--- src/rtl/csr_timer_bank_pkg.sv ---
// Shared CSR map for the timer bank: channel register offsets and global addresses.
// Latency: n/a (constants and types only).
// Backpressure: n/a.
package csr_timer_bank_pkg;

  // Register offset within a 4-word channel window (channel i lives at 4*i).
  typedef enum logic [1:0] {
    CH_TCFG  = 2'd0,
    CH_TVAL  = 2'd1,
    CH_TICLR = 2'd2,
    CH_RSVD  = 2'd3
  } ch_reg_e;

  localparam logic [1:0] OFS_TCFG  = 2'd0;
  localparam logic [1:0] OFS_TVAL  = 2'd1;
  localparam logic [1:0] OFS_TICLR = 2'd2;

  // Global registers sit above the channel windows.
  localparam logic [7:0] ADDR_PRESC = 8'hF0;
  localparam logic [7:0] ADDR_IMASK = 8'hF1;
  localparam logic [7:0] ADDR_ISTAT = 8'hF2;

  localparam int MAX_NCH = 16;

endpackage

--- src/rtl/csr_timer_bank_timer_channel.sv ---
// One timer channel: TCFG {InitVal, Periodic, En}, down-counter TVAL and pending flag.
// Latency: CSR writes land on the next edge; pending sets on the edge of the timeout tick.
// Backpressure: none; writes and ticks are always accepted.
// Ports: clk/reset, tick_i (shared prescaler tick), cfg_we_i/cfg_wdata_i/cfg_wmask_i (TCFG write),
//        clr_i (pending clear), cfg_o/tval_o/pending_o (register state for readback and irq).
module timer_channel
  import csr_timer_bank_pkg::*;
#(
  parameter int TW = 32
) (
  input  logic          clk,
  input  logic          reset,
  input  logic          tick_i,
  input  logic          cfg_we_i,
  input  logic [TW-1:0] cfg_wdata_i,
  input  logic [TW-1:0] cfg_wmask_i,
  input  logic          clr_i,
  output logic [TW-1:0] cfg_o,
  output logic [TW-1:0] tval_o,
  output logic          pending_o
);

  logic [TW-1:0] cfg_q, cfg_d;
  logic [TW-1:0] tval_q, tval_d;
  logic          pending_q, pending_d;
  logic [TW-1:0] cfg_merged;
  logic          en, periodic, timeout;

  assign cfg_merged = (cfg_wmask_i & cfg_wdata_i) | (~cfg_wmask_i & cfg_q);
  assign en         = cfg_q[0];
  assign periodic   = cfg_q[1];
  assign timeout    = en && tick_i && (tval_q == '0);

  always_comb begin
    cfg_d     = cfg_q;
    tval_d    = tval_q;
    pending_d = pending_q;

    // A timeout set beats a same-cycle clear so no event is lost.
    if (timeout) begin
      pending_d = 1'b1;
    end else if (clr_i) begin
      pending_d = 1'b0;
    end

    // A TCFG write owns TVAL/En/Periodic even on the timeout cycle;
    // with the merged En low the counter simply holds.
    if (cfg_we_i) begin
      cfg_d = cfg_merged;
      if (cfg_merged[0]) begin
        tval_d = {cfg_merged[TW-1:2], 2'b00};
      end
    end else if (en && tick_i) begin
      if (tval_q != '0) begin
        tval_d = tval_q - TW'(1);
      end else if (periodic) begin
        tval_d = {cfg_q[TW-1:2], 2'b00};
      end else begin
        // One-shot: park at all-ones and stop.
        tval_d   = '1;
        cfg_d[0] = 1'b0;
      end
    end
  end

  always_ff @(posedge clk) begin
    if (reset) begin
      cfg_q     <= '0;
      tval_q    <= '1;
      pending_q <= 1'b0;
    end else begin
      cfg_q     <= cfg_d;
      tval_q    <= tval_d;
      pending_q <= pending_d;
    end
  end

  assign cfg_o     = cfg_q;
  assign tval_o    = tval_q;
  assign pending_o = pending_q;

endmodule

--- src/rtl/csr_timer_bank.sv ---
// Bank of NCH CSR-programmed down-counting timers sharing one prescaled tick, with masked irq.
// Latency: rdata is combinational on addr; writes take effect on the next edge.
// Backpressure: none; stop freezes the prescaler and therefore all counting.
// Ports: clk/reset, addr/we/wdata/wmask (CSR write), rdata (CSR read), stop (debug freeze),
//        irq_pending (per-channel pending flags), irq (OR of pending & IMASK).
module csr_timer_bank
  import csr_timer_bank_pkg::*;
#(
  parameter int NCH = 4,
  parameter int TW  = 32,
  parameter int PSW = 8
) (
  input  logic           clk,
  input  logic           reset,
  input  logic [7:0]     addr,
  input  logic           we,
  input  logic [31:0]    wdata,
  input  logic [31:0]    wmask,
  output logic [31:0]    rdata,
  input  logic           stop,
  output logic [NCH-1:0] irq_pending,
  output logic           irq
);

  logic [PSW-1:0] presc_q, presc_d;
  logic [PSW-1:0] pcnt_q, pcnt_d;
  logic [NCH-1:0] imask_q, imask_d;
  logic           tick, presc_wr, imask_wr;

  logic [3:0]     ch_idx;
  ch_reg_e        ch_reg;
  logic           ch_hit;
  logic [NCH-1:0] cfg_we, clr;
  logic [TW-1:0]  cfg_rd  [NCH];
  logic [TW-1:0]  tval_rd [NCH];

  // Channel windows occupy 0x00..0x3F; only the first NCH windows are populated.
  assign ch_idx = addr[5:2];
  assign ch_reg = ch_reg_e'(addr[1:0]);
  assign ch_hit = (addr[7:6] == 2'b00) && (int'(ch_idx) < NCH);

  assign presc_wr = we && (addr == ADDR_PRESC);
  assign imask_wr = we && (addr == ADDR_IMASK);

  // Shared tick; stop suppresses it and holds pcnt so the whole bank freezes.
  assign tick = (pcnt_q == presc_q) && !stop;

  always_comb begin
    presc_d = presc_q;
    imask_d = imask_q;
    if (presc_wr) begin
      presc_d = (wmask[PSW-1:0] & wdata[PSW-1:0]) | (~wmask[PSW-1:0] & presc_q);
    end
    if (imask_wr) begin
      imask_d = (wmask[NCH-1:0] & wdata[NCH-1:0]) | (~wmask[NCH-1:0] & imask_q);
    end

    if (presc_wr || tick) begin
      pcnt_d = '0;
    end else if (stop) begin
      pcnt_d = pcnt_q;
    end else begin
      pcnt_d = pcnt_q + PSW'(1);
    end
  end

  always_ff @(posedge clk) begin
    if (reset) begin
      presc_q <= '0;
      pcnt_q  <= '0;
      imask_q <= '0;
    end else begin
      presc_q <= presc_d;
      pcnt_q  <= pcnt_d;
      imask_q <= imask_d;
    end
  end

  for (genvar i = 0; i < NCH; i++) begin : g_ch
    assign cfg_we[i] = we && ch_hit && (ch_idx == 4'(i)) && (ch_reg == CH_TCFG);
    assign clr[i]    = we && ch_hit && (ch_idx == 4'(i)) && (ch_reg == CH_TICLR) && wdata[0];

    timer_channel #(.TW(TW)) u_ch (
      .clk        (clk),
      .reset      (reset),
      .tick_i     (tick),
      .cfg_we_i   (cfg_we[i]),
      .cfg_wdata_i(wdata[TW-1:0]),
      .cfg_wmask_i(wmask[TW-1:0]),
      .clr_i      (clr[i]),
      .cfg_o      (cfg_rd[i]),
      .tval_o     (tval_rd[i]),
      .pending_o  (irq_pending[i])
    );
  end

  assign irq = |(irq_pending & imask_q);

  // Read mux; TICLR, the reserved slot and unmapped addresses return 0.
  always_comb begin
    rdata = '0;
    if (ch_hit) begin
      for (int i = 0; i < NCH; i++) begin
        if (ch_idx == 4'(i)) begin
          case (ch_reg)
            CH_TCFG: rdata[TW-1:0] = cfg_rd[i];
            CH_TVAL: rdata[TW-1:0] = tval_rd[i];
            default: rdata = '0;
          endcase
        end
      end
    end else begin
      case (addr)
        ADDR_PRESC: rdata[PSW-1:0] = presc_q;
        ADDR_IMASK: rdata[NCH-1:0] = imask_q;
        ADDR_ISTAT: rdata[NCH-1:0] = irq_pending;
        default:    rdata = '0;
      endcase
    end
  end

endmodule
--- config.mk ---
export PLATFORM = sky130hd
export DESIGN_NAME = csr_timer_bank
export DESIGN_NICKNAME = d
export VERILOG_FILES = /design/src/rtl/csr_timer_bank_pkg.sv /design/src/rtl/csr_timer_bank_timer_channel.sv /design/src/rtl/csr_timer_bank.sv
export SDC_FILE = /design/constraint.sdc
export NUM_CORES = 1
export LEC_CHECK = 0
export CAP_MARGIN = 20
export CORE_MARGIN = 2
export CORE_UTILIZATION = 50
export DETAILED_ROUTE_END_ITERATION = 8
export GPL_TIMING_DRIVEN = 0
export MAX_ROUTING_LAYER = met4
export PLACE_DENSITY = 0.81
export SLEW_MARGIN = 20
export SYNTH_ARGS = -nofsm -noshare
export SYNTH_HDL_FRONTEND = slang
export SYNTH_SLANG_ARGS = --single-unit
--- constraint.sdc ---
create_clock -name clk -period 3.3 [get_ports clk]
set_input_delay 0.66 -clock clk [delete_from_list [all_inputs] [get_ports clk]]
set_output_delay 0.66 -clock clk [all_outputs]
set_load 0.01 [all_outputs]
==> results_tabular.tex <==
\begin{tabular}{lr}
\hline
Metric & Value \\
\hline
\multicolumn{2}{l}{\textbf{Drt}} \\
Antenna violation net count after detailed routing & 0 \\
Drt first pass iters & 6 \\
Total wirelength of the detailed-routed design & $\sim$110,000 um \\
Residual DRC & 0 \\
Vias per inst & between 7 and 8 \\
Final routed wire length divided by cell count & 31.1 um \\
Number of vias after detailed routing & around 24k \\
Number of DRC markers in iteration 0 & approximately 4.1k \\
\multicolumn{2}{l}{\textbf{Setup path}} \\
Maximum single-stage delay on the critical path & between 0.7 and 0.8 ns \\
WP data required & between 3 and 4 ns \\
Cell with the biggest individual delay on the critical path & sky130\_fd\_sc\_hd\_\_nor3\_2 \\
Kind of end point of the critical path & flop \\
Number of buffer and inverter instances along the worst setup path & 2 \\
Critical path class & input port to flop \\
Cells on worst reg2reg path & 7 \\
Data arrival, critical path & roughly 3.8 ns \\
Max FO, Critical Path & 10 \\
CP Cell Sequence & clkdlybuf4s50\_1 -> nand2b\_1 -> nor3\_2 -> buf\_2 -> a31o\_2 -> nand2\_1 -> o21a\_1 \\
Critical path's top delay family & simple AND/OR/NAND/NOR gates \\
Reg-to-reg slack, setup & approximately 0.02 ns \\
Startpoint kind of the worst setup timing path & input port \\
Number of cells on the critical path & 7 \\
Reg-to-Reg End & g\_ch[1].u\_ch.tval\_o[28]\$\_SDFFE\_PP1P\_ \\
\multicolumn{2}{l}{\textbf{Clock network}} \\
Maximum buffer depth of the clock tree & 3 \\
CTS tree & yes \\
Clock latency reported for the late side of the worst-skew pair & 0.58 ns \\
Clk slew on worst S/H paths & 0.06 ns \\
Number of sinks driven by the clock tree & 280 \\
Root Buffer & sky130\_fd\_sc\_hd\_\_clkbuf\_16 \\
Number of CTS-inserted buffers & 36 \\
Maximum level of the CTS H-tree & 2 \\
\multicolumn{2}{l}{\textbf{Timing}} \\
Worst setup slack after layout & -0.0421 ns \\
Worst slew pin tran & $\sim$1.3 ns \\
Endpoints failing hold & 0 \\
Worst rel slew slack & 12.8\% \\
Unrepaired setup endpoints after global routing & true \\
Number of pins exceeding their max-slew limit in the final report & 0 \\
Final worst-path cycle share & 101\% \\
Post-layout min period & around 3.3 ns \\
Max Clock Skew & $\sim$0.016 ns \\
Highest Clock Rate & 299 MHz \\
Final setup viols & 11 \\
\multicolumn{2}{l}{\textbf{Floorplan}} \\
Cell row count & between 70 and 80 \\
Area enclosed by the die boundary & around 0.042 mm2 \\
Core Region & around 0.040 mm2 \\
Horizontal die dimension & a little over 200 um \\
I/O pin count & roughly 110 \\
Initial Utilization & 50.8\% \\
Die boundary height & $\sim$210 um \\
\multicolumn{2}{l}{\textbf{Run status}} \\
Result of the run & finished with violations \\
Failing checks & negative setup slack \\
\multicolumn{2}{l}{\textbf{Yosys}} \\
Synthesized cell area & roughly 0.020 mm2 \\
Synthesized netlist net count & 2,806 \\
Avg Synthesized Cell Area & approximately 7.4 um2 \\
Portion of the post-synthesis area used by sequential elements & 27.7\% \\
Number of synthesized flops with an enable pin & 0 \\
Share of synthesized registers carrying an async set or reset & 0\% \\
Number of synthesized register bits & 280 \\
Main area contributors after synthesis & sky130\_fd\_sc\_hd\_\_dfxtp\_1 (28\%), sky130\_fd\_sc\_hd\_\_mux2i\_1 (9.2\%), sky130\_fd\_sc\_hd\_\_nand2\_1 (6.3\%), sky130\_fd\_sc\_hd\_\_a21oi\_1 (6.0\%), sky130\_fd\_sc\_hd\_\_nor2\_1 (5.4\%) \\
Count of unique library cells instantiated by Yosys & around 100 \\
Number of standard cells after synthesis & around 2.7k \\
Predominant post-synthesis flop cell & sky130\_fd\_sc\_hd\_\_dfxtp\_1 \\
Top-area cell type share of the netlist area & 27.7\% \\
Count of synthesis-stage warnings from yosys & 0 \\
Post-synth top area cell & sky130\_fd\_sc\_hd\_\_dfxtp\_1 \\
\multicolumn{2}{l}{\textbf{Global routing}} \\
Vias in the first global route & between 20k and 25k \\
Wire length of the first global-routing pass & 149,000 um \\
GR Overflow Total & 0 \\
Pin count of the biggest net entering global routing & 17 \\
Antenna violations before repair & 6 \\
GR Util All Layers & between 50\% and 60\% \\
\multicolumn{2}{l}{\textbf{Placed design}} \\
Port-buffer cells & 87 \\
DP Wirelength & 80,200 um \\
Cell area after placement & between 0.02 and 0.025 mm2 \\
Global placer's final weighted congestion & approximately 1.2 \\
\multicolumn{2}{l}{\textbf{Finish}} \\
Most common cell after layout, fill and taps aside & sky130\_fd\_sc\_hd\_\_nand2\_1 \\
Leading cell types in the layout, fill and taps excluded & sky130\_fd\_sc\_hd\_\_nand2\_1 (339), sky130\_fd\_sc\_hd\_\_nor2\_1 (282), sky130\_fd\_sc\_hd\_\_dfxtp\_1 (280), sky130\_fd\_sc\_hd\_\_a21oi\_1 (242), sky130\_fd\_sc\_hd\_\_mux2i\_1 (178) \\
Storage element area & between 0.005 and 0.006 mm2 \\
Share of layout cells above drive strength 1 & $\sim$11\% \\
Number of filler cells placed in the layout & 3,802 \\
Finished Cell Area & approximately 0.024 mm2 \\
Multi-input gate area & 0.0137 mm2 \\
Layout-stage area growth over the synthesis result & 16.6\% \\
Final cell utilization of the core & 59.2\% \\
Number of nets in the final layout & about 3k \\
\multicolumn{2}{l}{\textbf{Hold path}} \\
Number of instances on the worst hold path & 2 \\
Hold crit path type & flop to flop \\
Hold\_sp & g\_ch[1].u\_ch.cfg\_o[14]\$\_SDFFE\_PP0P\_ \\
Endpoint of the worst hold path & g\_ch[1].u\_ch.cfg\_o[14]\$\_SDFFE\_PP0P\_ \\
\multicolumn{2}{l}{\textbf{Power}} \\
Pwr/cell area & 359 mW/mm2 \\
Maximum VDD drop & a little under 0.3 mV \\
Leakage power & $\sim$8.6 nW \\
\multicolumn{2}{l}{\textbf{Job}} \\
Number of max-cap violations & 0 \\
\hline
\end{tabular}
[flip-flops by register name (all words and copies together) (netlist names), named ones only]
name                 cells
g_ch.u_ch.cfg_o        124
g_ch.u_ch.pending_o      4
g_ch.u_ch.tval_o       128
pcnt_q                   8
[worst max path at each step]
stage / slack [ns] / start / endpoint
after floorplan: 0.21 / addr[3] / rdata[17]
after global placement: -1.91 / addr[3] / rdata[20]
after detailed placement: -1.96 / addr[3] / rdata[18]
after CTS: -0.01 / addr[5] / rdata[29]
after global routing: 0.002 / we / g_ch[0].u_ch.tval_o[31]$_SDFFE_PP1P_
final: -0.04 / stop / g_ch[1].u_ch.tval_o[28]$_SDFFE_PP1P_
[stage by stage]
step                power, mW  setup WS [ns]  hold slack [ns]  std cells  TNS (ns)
floorplan                3.87          0.209            0.443       2721         0
global placement         4.31          -1.91            0.458       3333   -225.69
detailed placement       4.31          -1.96            0.463       3334   -229.15
CTS                      8.30        -0.0136            0.471       3397   -0.0303
global route             8.51        0.00161            0.510       3411         0
finish                   8.45        -0.0421            0.472       3413    -0.283
[cell type report]
cell class	count	area share, %
Tap cell	525	2.79
Clock buffer	52	4.51
Clock inverter	9	0.414
Inverter	52	0.828
Buffer	233	5.51
Timing Repair Buffer	102	4.22
Antenna cell	6	0.0637
Multi-Input combinational cell	2154	57.9
Sequential cell	280	23.8
[kinds of logic (layout without fill, tap and decap cells)]
| family | count (synthesis) | after routing | share of synthesized area (%) |
|---|---|---|---|
| AO/OA/AOI/OAI | 795 | 795 | 24.9 |
| XOR/XNOR | 32 | 32 | 1.39 |
| adder cells (fa/ha/maj) | 9 | 9 | 0.557 |
| buffers and inverters | 287 | 448 | 6.05 |
| flip-flops | 280 | 280 | 27.7 |
| multiplexers | 229 | 229 | 13.2 |
| other | 0 | 6 | 0 |
| AND/OR/NAND/NOR | 1089 | 1089 | 26.2 |
[tightest hold or removal path: stages (launching register included)]
cell,delay [ns]
sky130_fd_sc_hd__dfxtp_1,0.32
sky130_fd_sc_hd__nand2_1,0.06
sky130_fd_sc_hd__a21oi_1,0.05
[report_power, final]
part,switching [mW],internal [mW],leakage [nW],total [mW]
Combinational,0.693,0.287,5.73,0.980
Clock,1.69,2.38,0.574,4.07
Sequential,0.0140,3.39,2.26,3.40
Total,2.40,6.05,8.57,8.45
[cell usage after synthesis, types with 19 or more instances]
master and count:
sky130_fd_sc_hd__nand3_1 122, sky130_fd_sc_hd__o21ai_0 151, sky130_fd_sc_hd__mux2i_1 186, sky130_fd_sc_hd__inv_1 51
sky130_fd_sc_hd__nand4_1 40, sky130_fd_sc_hd__a21oi_1 243, sky130_fd_sc_hd__o21a_1 19, sky130_fd_sc_hd__or3_1 20
sky130_fd_sc_hd__o22ai_1 26, sky130_fd_sc_hd__o21ai_1 67, sky130_fd_sc_hd__mux4_2 29, sky130_fd_sc_hd__clkbuf_1 151
sky130_fd_sc_hd__dfxtp_1 280, sky130_fd_sc_hd__nor2_1 290, sky130_fd_sc_hd__nand2b_1 36, sky130_fd_sc_hd__a31oi_1 27
sky130_fd_sc_hd__nor3_1 82, sky130_fd_sc_hd__nor2b_1 20, sky130_fd_sc_hd__buf_2 55, sky130_fd_sc_hd__nand2_1 340
sky130_fd_sc_hd__o31ai_1 26, sky130_fd_sc_hd__o211ai_1 19, sky130_fd_sc_hd__a211o_1 34, sky130_fd_sc_hd__nor4_1 24
[timing repair]
item                                    CTS  global route
pin swaps                                 8             5
endpoints found under the setup margin  228           116
buffers inserted                          4            10
hold buffers                              0             0
gates resized for setup                 167            50
[routing by layer]
| metal | wire (um) | track usage [%] | vias up |
|---|---|---|---|
| met1 | 38100 | 61.3 | 11342 |
| li1 | - | - | 10275 |
| met2 | 42100 | 69.6 | 2195 |
| met3 | 17900 | 20.2 | 530 |
| met5 | 0 | - | - |
| met4 | 8000 | 31.8 | 0 |
Note: power is estimated with default switching activity, not from simulation.
